File: src/rtl/sram_port_arbiter.sv
// Round-robin N-port front end for one asynchronous SRAM bank with programmable wait states.
// Optional macro SRAM_ARB_PORT0_PRIO_EN gives port 0 strict priority over the round-robin ports.
module sram_port_arbiter #(
  parameter int NUM_PORTS  = 2,
  parameter int ADDR_WIDTH = 20,
  parameter int DATA_WIDTH = 32,
  parameter int READ_WAIT  = 1,
  parameter int WRITE_WAIT = 1
) (
  input  logic                              clk,
  input  logic                              reset,
  input  logic [NUM_PORTS-1:0]              req_valid,
  output logic [NUM_PORTS-1:0]              req_ready,
  input  logic [NUM_PORTS-1:0]              req_we,
  input  logic [NUM_PORTS*ADDR_WIDTH-1:0]   req_addr,
  input  logic [NUM_PORTS*DATA_WIDTH-1:0]   req_wdata,
  input  logic [NUM_PORTS*DATA_WIDTH/8-1:0] req_wmask,
  output logic [NUM_PORTS-1:0]              resp_valid,
  output logic [DATA_WIDTH-1:0]             resp_rdata,
  output logic [ADDR_WIDTH-1:0]             io_sram_addr,
  output logic [DATA_WIDTH-1:0]             io_sram_din,
  input  logic [DATA_WIDTH-1:0]             io_sram_dout,
  output logic                              io_sram_en,
  output logic                              io_sram_re,
  output logic                              io_sram_we,
  output logic [DATA_WIDTH/8-1:0]           io_sram_wmask
);

  localparam int MASK_W = DATA_WIDTH / 8;
  localparam int PTR_W  = (NUM_PORTS > 1) ? $clog2(NUM_PORTS) : 1;

  typedef enum logic [1:0] {S_IDLE, S_ACCESS, S_RESP} state_t;

  state_t                 r_state, w_state_nxt;
  logic [PTR_W-1:0]       r_last_grant, r_owner, w_grant;
  logic                   w_grant_vld, w_upd_ptr, w_accept;
  logic [3:0]             r_wait_cnt;
  logic                   r_active, r_we;
  logic [ADDR_WIDTH-1:0]  r_addr;
  logic [DATA_WIDTH-1:0]  r_din, r_rdata;
  logic [MASK_W-1:0]      r_wmask;
  logic [NUM_PORTS-1:0]   r_resp_valid;

  // Scan from the port after the last grant, wrapping at NUM_PORTS-1.
  always_comb begin : arb
    logic [PTR_W-1:0] v_idx;
    w_grant     = '0;
    w_grant_vld = 1'b0;
    w_upd_ptr   = 1'b1;
    v_idx       = r_last_grant;
    for (int i = 0; i < NUM_PORTS; i++) begin
      v_idx = (v_idx == PTR_W'(NUM_PORTS - 1)) ? '0 : v_idx + PTR_W'(1);
      if (!w_grant_vld && req_valid[v_idx]) begin
        w_grant_vld = 1'b1;
        w_grant     = v_idx;
      end
    end
`ifdef SRAM_ARB_PORT0_PRIO_EN
    // Fetch port overrides the rotation and leaves the pointer untouched.
    if (req_valid[0]) begin
      w_grant     = '0;
      w_grant_vld = 1'b1;
      w_upd_ptr   = 1'b0;
    end
`endif
  end

  assign w_accept = (r_state == S_IDLE) && w_grant_vld;

  always_ff @(posedge clk) begin
    if (reset) r_state <= S_IDLE;
    else       r_state <= w_state_nxt;
  end

  always_comb begin
    w_state_nxt = r_state;
    req_ready   = '0;
    case (r_state)
      S_IDLE:   if (w_grant_vld) w_state_nxt = S_ACCESS;
      S_ACCESS: if (r_wait_cnt == 4'd0) w_state_nxt = S_RESP;
      S_RESP:   w_state_nxt = S_IDLE;
      default:  w_state_nxt = S_IDLE;
    endcase
    for (int i = 0; i < NUM_PORTS; i++)
      req_ready[i] = w_accept && !reset && (w_grant == PTR_W'(i));
  end

  always_ff @(posedge clk) begin
    if (reset) begin
      r_last_grant <= PTR_W'(NUM_PORTS - 1);
      r_owner      <= '0;
      r_wait_cnt   <= '0;
      r_active     <= 1'b0;
      r_we         <= 1'b0;
      r_addr       <= '0;
      r_din        <= '0;
      r_wmask      <= '0;
      r_rdata      <= '0;
      r_resp_valid <= '0;
    end else begin
      if (w_accept) begin
        r_owner    <= w_grant;
        r_we       <= req_we[w_grant];
        r_addr     <= req_addr[w_grant*ADDR_WIDTH +: ADDR_WIDTH];
        r_din      <= req_wdata[w_grant*DATA_WIDTH +: DATA_WIDTH];
        r_wmask    <= req_wmask[w_grant*MASK_W +: MASK_W];
        r_wait_cnt <= req_we[w_grant] ? 4'(WRITE_WAIT) : 4'(READ_WAIT);
        r_active   <= 1'b1;
        if (w_upd_ptr) r_last_grant <= w_grant;
      end
      if (r_state == S_ACCESS) begin
        if (r_wait_cnt == 4'd0) begin
          r_active <= 1'b0;
          if (!r_we) r_rdata <= io_sram_dout;
          for (int i = 0; i < NUM_PORTS; i++)
            r_resp_valid[i] <= (r_owner == PTR_W'(i));
        end else begin
          r_wait_cnt <= r_wait_cnt - 4'd1;
        end
      end
      if (r_state == S_RESP) r_resp_valid <= '0;
    end
  end

  assign resp_valid    = r_resp_valid;
  assign resp_rdata    = r_rdata;
  assign io_sram_en    = r_active;
  assign io_sram_re    = r_active && !r_we;
  assign io_sram_we    = r_active && r_we;
  assign io_sram_addr  = r_addr;
  assign io_sram_din   = r_din;
  assign io_sram_wmask = r_wmask;

endmodule

File: config.mk
export PLATFORM = sky130hd
export DESIGN_NAME = sram_port_arbiter
export DESIGN_NICKNAME = d
export VERILOG_FILES = /design/src/rtl/sram_port_arbiter.sv
export SDC_FILE = /design/constraint.sdc
export NUM_CORES = 1
export LEC_CHECK = 0
export CAP_MARGIN = 15
export CORE_ASPECT_RATIO = 0.75
export CORE_MARGIN = 4
export CORE_UTILIZATION = 40
export DETAILED_ROUTE_END_ITERATION = 6
export PLACE_DENSITY = 0.83
export SKIP_LAST_GASP = 1
export SYNTH_ARGS = -nofsm -noshare
export SYNTH_HDL_FRONTEND = slang
export SYNTH_SLANG_ARGS = --single-unit
File: constraint.sdc
create_clock -name clk -period 2 [get_ports clk]
set_input_delay 0.4 -clock clk [delete_from_list [all_inputs] [get_ports clk]]
set_output_delay 0.4 -clock clk [all_outputs]
set_load 0.05 [all_outputs]
==> results.txt <==
Summed over all nets, the half-perimeter wirelength after detailed placement is 11250 microns. Global routing consumed, over all layers together, 23.11% of the routing resources. The tools report the final design area excluding fillers as 7642 sq um. The mapped netlist covers 4633 sq um. For the number of slew-limit violations in the final report, the log shows 0. Total core area: 11110 sq um.

Across the run, the number of max-cap violations was 0. Input and output buffers added on the ports amount to 244. The die covers 13390 sq um. The signal on the critical path passes through clkdlybuf4s50_1.

Sequential elements use 43.21% of the synthesized area. The upper clock frequency limit is 0.5114 GHz. In this run the most critical hold path is launched from resp_rdata[30]. The first routing iteration left 344 violations. Along the worst path, the maximum fanout reaches 2.

On the final layout, the worst clock skew is 0.008576 ns. The run gives 4875 as the number of global-route vias before repair. The initial utilization of the core area, before any placement, comes to 41.71%. The remaining routing DRC violations was 0. Data arrives at the worst endpoint at 1.56 ns. The synthesized design contains 0 enable-type register cells. The first global-routing pass estimated 25100 microns of wire. Setup repair after global routing left no endpoint under its margin. Entering global routing, the biggest net connects 54 pins. The longest clock path from root to sink contains 2 buffers. The share of synthesized flip-flops with an asynchronous set or reset was 0%. The critical path starts at io_sram_din[27]. The final setup violation count came out at 0. The run finished with clean final reports. The actual transition at the worst max-transition pin is 0.5495 ns. The highest cell delay on the worst timing path is 0.85 ns, and the top cell type's share of synthesized area is 43.21%. Net switching is 36.71% of the power. The area growth from synthesis to layout is 64.95%. The pre-antenna-repair detailed-routing pass consisted of 6 iterations.

The residual antenna-violating net count after detailed routing is 0. The total leakage power was 2.698 nW; the proportion of layout cells with a drive suffix above 1 was 14.54%. The post-synthesis register bit count works out to 100. Among cell families on the critical path, the largest total delay comes from buffers and inverters. The run gives 0 as the number of diodes. Summed over all instances, the cell type with the most area after synthesis is dfxtp_1. The number of buffer and inverter instances along the worst setup path works out to 1. In the synthesized netlist, the number of instances is 453.

For this run, the leading register cell type out of synthesis is dfxtp_1. The congestion estimate from routability-driven global placement came to 0.7881. TritonCTS built the clock tree. The final hold violation count is 0. The logs give 35.4% for the sequential share of power and 821 for the final instance count without filler cells. The min-delay analysis places its worst path in the category reg -> reg. The synthesized netlist contains 39 unique library cells.

Kind of critical path: reg -> out. The run gives 0 as the warning count from the yosys run. Summed over all nets, the switching power comes to 2.441 mW. Combinational logic burns 37.4% of the power. The average footprint of a synthesized cell works out to 10.23 sq um.

In this run, the clock network consumes 27.3% of the power. The net total in the final layout is 827, and the worst hold slack is 0.4706 ns. Including well taps, the total number of placed cells is 803. The floorplan step set the die width to 132.3 microns.

The wire length per cell after detailed routing works out to 19.31 microns. The startpoint identified for the worst register-to-register timing path is r_wait_cnt[0]. The die outline height is 101.2 microns, and the number of cell rows is 33. The peak ir drop on the vdd network is 471.2 uV, and the portion of the clock cycle consumed by the worst path in the final layout is 97.77%. Subtracting the final worst setup slack from the clock period gives 1.955 ns.

For the data required time at the worst endpoint, the log shows 1.60 ns. Power spread over the standard cell area amounts to 870.1 nW/um^2. By area the synthesized netlist is led by dfxtp_1, nor4b_2, a221o_1. In this run the tightest slew margin relative to its limit is 63.25%. The cell sitting at the root of the clock tree is a clkbuf_16. The final layout contains routed wiring with a total length of 15850 microns. The tools report the post-synthesis net count as 604. CTS built an H-tree with a depth of 3.

The via count was 4777. The clock buffer count from CTS was 9; the cell-internal power was 4.208 mW. At the later pin of the worst-skew pair, clock insertion delay measures 0.35 ns. Clock-pin slew was measured on the worst setup and hold paths at 0.07 ns.

For the cell area reported after detailed placement, the log shows 7312 sq um. The run gives 245 as the I/O pin count. Global routing finished with a remaining overflow of 0. Dividing the detail-routed via count by the number of cells gives 5.819. The type of destination of the critical path is an output pin.

The tools report the count of clock tree sinks as 100. Number of antenna violations at the first check in global routing: 0. Highest-delay cell along the critical path: clkdlybuf4s50_1. The worst setup path is launched from a flop.
==> registers in the layout, indices dropped and copies added (netlist names) <==
| signal | flops |
|---|---|
| io_sram_addr | 20 |
| resp_valid | 2 |
| io_sram_din | 32 |
| r_last_grant | 1 |
| io_sram_en | 1 |
| r_owner | 1 |
| resp_rdata | 32 |
| io_sram_wmask | 4 |
| r_state | 2 |
| r_wait_cnt | 4 |
| r_we | 1 |
==> layer usage <==
layer	wire length, microns	global-route usage (%)	up-vias
met5	0	0	-
met4	363	8.866	0
met3	1093	6.008	27
met2	7794	40.19	215
met1	6601	27.91	2292
li1	-	-	2243
==> final timing paths <==
check	end	slack, ns	depth (start not counted)
worst max register to register	resp_rdata[2]	0.15	6
worst min register to register	resp_rdata[30]	0.47	2
worst max-delay path	io_sram_din[27]	0.04	1
worst min-delay path	resp_rdata[30]	0.47	2
==> layout make-up <==
class | instances | area (sq um)
fillers | 823 | 3465
repair buffers | 272 | 2758
multi-input cells | 289 | 2382
flip-flops and latches | 100 | 2003
clock buffers | 9 | 225.2
well taps | 140 | 175.2
clock inverters | 7 | 83.83
inverters | 4 | 15.01
==> logic make-up (layout without fill, tap and decap cells) <==
group	after synthesis	in the layout	share of synthesized area, %
AOI/OAI and AO/OA	155	155	25.28
adders and majority gates	1	1	0.2700
and+or+nand+nor	132	132	24.52
buffers and inverters	64	292	6.481
muxes	1	1	0.2430
DFF	100	100	43.21
==> per-stage QoR <==
step | TNS, ns | total power, mW | utilization (%) | setup WS [ns]
finish | 0 | 6.650 | 68.81 | 0.04459
global route | 0 | 6.918 | 68.81 | 0.008130
CTS | 0 | 6.690 | 68.78 | 0.002817
detailed placement | -7.552 | 4.864 | 65.83 | -0.2565
global placement | -7.817 | 4.812 | 65.83 | -0.2890
floorplan | 0 | 3.871 | - | 0.1174
==> cells in the mapped netlist, types with 4 or more instances <==
| cell | count |
|---|---|
| a21oi_1 | 52 |
| a221o_1 | 40 |
| a311oi_1 | 17 |
| buf_1 | 4 |
| buf_2 | 21 |
| buf_6 | 4 |
| clkbuf_1 | 30 |
| dfxtp_1 | 100 |
| inv_1 | 4 |
| nand2_1 | 38 |
| nand4b_1 | 32 |
| nor3_1 | 4 |
| nor4b_1 | 5 |
| nor4b_2 | 35 |
| o31ai_1 | 33 |
==> cell usage in the layout (no fill, tap or decap), drive strengths merged, types with 2 or more instances in the layout <==
cell type        n
nand4b          32
nor4b           40
a41o             2
nand2           38
and2             2
buf             36
clkbuf           9
or3b             3
a221o           40
nand2b           2
clkdlybuf4s50  233
nor3             4
clkinvlp         3
o31ai           33
inv              6
a221oi           2
nor4             2
a21oi           52
a311oi          17
o21ai            2
dfxtp          100
nor2b            3
dlygate4sd2      2
==> power groups by stage <==
stage	Sequential (mW)	Clock [mW]	Combinational, mW
2_1_floorplan	3.06	0	0.809
3_3_place_gp	2.38	0	2.43
3_5_place_dp	2.39	0	2.47
4_1_cts	2.35	1.85	2.49
5_1_grt	2.38	1.92	2.62
6_report	2.35	1.81	2.49
==> timing repair <==
action / in CTS / in global routing
setup endpoints to repair: 2 / 2
pin swaps: 2 / 1
buffers inserted: 2 / 0
gates cloned: 0 / 0
hold buffers: 0 / 0
resized for setup: 5 / 1
No activity file was read; power rests on OpenSTA's default activity.
==> variant, RTL diff (same settings) <==
Make the reset (`reset`) asynchronous in 2 clocked blocks.
--- a/src/rtl/sram_port_arbiter.sv
+++ b/src/rtl/sram_port_arbiter.sv
@@ -67,7 +67,7 @@
 
   assign w_accept = (r_state == S_IDLE) && w_grant_vld;
 
-  always_ff @(posedge clk) begin
+  always_ff @(posedge clk or posedge reset) begin
     if (reset) r_state <= S_IDLE;
     else       r_state <= w_state_nxt;
   end
@@ -85,7 +85,7 @@
       req_ready[i] = w_accept && !reset && (w_grant == PTR_W'(i));
   end
 
-  always_ff @(posedge clk) begin
+  always_ff @(posedge clk or posedge reset) begin
     if (reset) begin
       r_last_grant <= PTR_W'(NUM_PORTS - 1);
       r_owner      <= '0;
Check against the original RTL: differs if reset is asserted again (counterexample within 4 cycles, from zero or initial values and one cycle with reset high); with reset held inactive, the same outputs for 4 cycles.
==> variant against the unedited design <==
Worst hold slack improved by 0.022 ns; first-iteration DRC count fell by 50%; cell area fell by 3.3%; area after synthesis fell by 5.1%; sequential cell count did not move; register-to-register slack improved by 0.10 ns; worst setup slack improved by 0.0059 ns; routed wire length fell by 9.4%; count of clock-buffer cells in the layout did not move; critical path type unchanged; highest routed layer unchanged.
Power is not compared: it rests on default switching activity, and its combinational part moved more than twofold at a synthesized area within 25%.
==> variant: results (changes against the unedited design) <==
pin count of the biggest net entering global routing=59 (+9.3%); post-synthesis async set-or-reset flop share=100% (+100 points); first-pass GRT wire length=22800 microns (-9.0%); worst slew pin tran=0.555 ns (+0.00521 ns); Fillers=777 (-5.6%); via/cell ratio=5.09 (-13%); # nets final=842 (+1.8%); predominant post-synthesis flop cell=dfrtp_1; top cells by area, synth=dfrtp_1 (56%), a21oi_1 (13%), mux2_2 (7.7%), nand2_1 (5.4%), nor2_1 (5.2%); commonest cells in the synthesized netlist=a21oi_1 (118), dfrtp_1 (99), nand2_1 (63); drt wl/cell=17.3 microns (-10%); Initial DRC Count=173 (-50%); GRT Total Usage=22.5% (-0.63 points); layout cells sized above 1=12.7% (-1.8 points); Post-DP Area=0.00709 sq mm (-3.1%); Worst-Skew Late Latency=0.33 ns (-0.02 ns); Detailed Place HPWL=11200 microns (-0.45%); Layout Skew=0.00419 ns (-0.00439 ns); number of global-route vias before repair=4575 (-6.2%); drt pass-1 iters=4 (-2); Yosys cell types=34 (-13%); status=finished, final reports clean; register area share after synthesis=56.9% (+14 points); Leak=3.15 nW; via count=4215 (-12%); Avg Cell Area, Syn=9.91 sq um (-3.2%); Mapped Nets=599 (-0.83%)
==> variant: cell types whose count changed after synthesis, sizes merged, moves of 17 or more <==
cell    unedited run  this run
nand2             38        63
dfxtp            100         0
mux2               1        34
nand4b            32         0
a21oi             52       118
dfrtp              0        99
nor4b             40         0
a221o             40         0
o31ai             33         0
a311oi            17         0
nor2               1        61
==> variant: area by class of cell <==
cell class / count / area, sq um / area share [%]
Sequential cell: 100 / 2500 / 33.9
Timing Repair Buffer: 263 / 2660 / 36.0
Clock inverter: 7 / 51.3 / 0.694
Clock buffer: 9 / 225 / 3.05
Multi-Input combinational cell: 307 / 1750 / 23.7
Inverter: 6 / 26.3 / 0.356
Tap cell: 136 / 170 / 2.30
==> variant: worst paths after layout <==
kind                                       start                to  slack (ns)  cells after the start
worst max-delay path            io_sram_addr[18]  io_sram_addr[18]        0.05                      1
worst min-delay path               resp_rdata[6]     resp_rdata[6]        0.49                      1
worst max register to register     r_wait_cnt[0]        r_state[1]        0.25                      5
worst min register to register     resp_rdata[6]     resp_rdata[6]        0.49                      1
max in group asynchronous                  reset      r_last_grant        1.04                      3
min in group asynchronous                  reset     r_wait_cnt[0]        0.62                      3
==> variant: stage by stage <==
step / utilization (%) / setup slack [ns]
2_1_floorplan: - / -0.148
3_3_place_gp: 67.6 / 0.0590
3_5_place_dp: 67.6 / -0.00601
4_1_cts: 70.3 / 0.0339
5_1_grt: 70.4 / -0.00323
6_report: 70.4 / 0.0505
==> variant: what timing repair did <==
item,CTS,global route
cloned,0,0
setup endpoints to repair,2,2
pin swaps,0,1
buffers inserted,0,1
resized for setup,2,3
==> variant: metal layers <==
layer	up-vias	GRT usage (%)	share of wire, %
met1	1990	24.4	36
met3	38	8.34	9.4
met5	-	0	0
li1	1992	-	-
met2	195	39.9	51
met4	0	8.39	3.5
==> variant: logic make-up after synthesis <==
kind of cell,Yosys count,synth area share (%)
flops,100,56.9
mux,36,9.16
simple gates,133,12.2
buf+inv,37,4.15
fa+ha+maj,5,1.42
compound gates,133,16.1
==> variant: where the power goes <==
group | switching (W) | total [W] | internal (W)
registers | 0.000604 | 0.00363 | 0.00302
clock network | 0.000763 | 0.00161 | 0.000850
logic | 0.00536 | 0.00833 | 0.00297
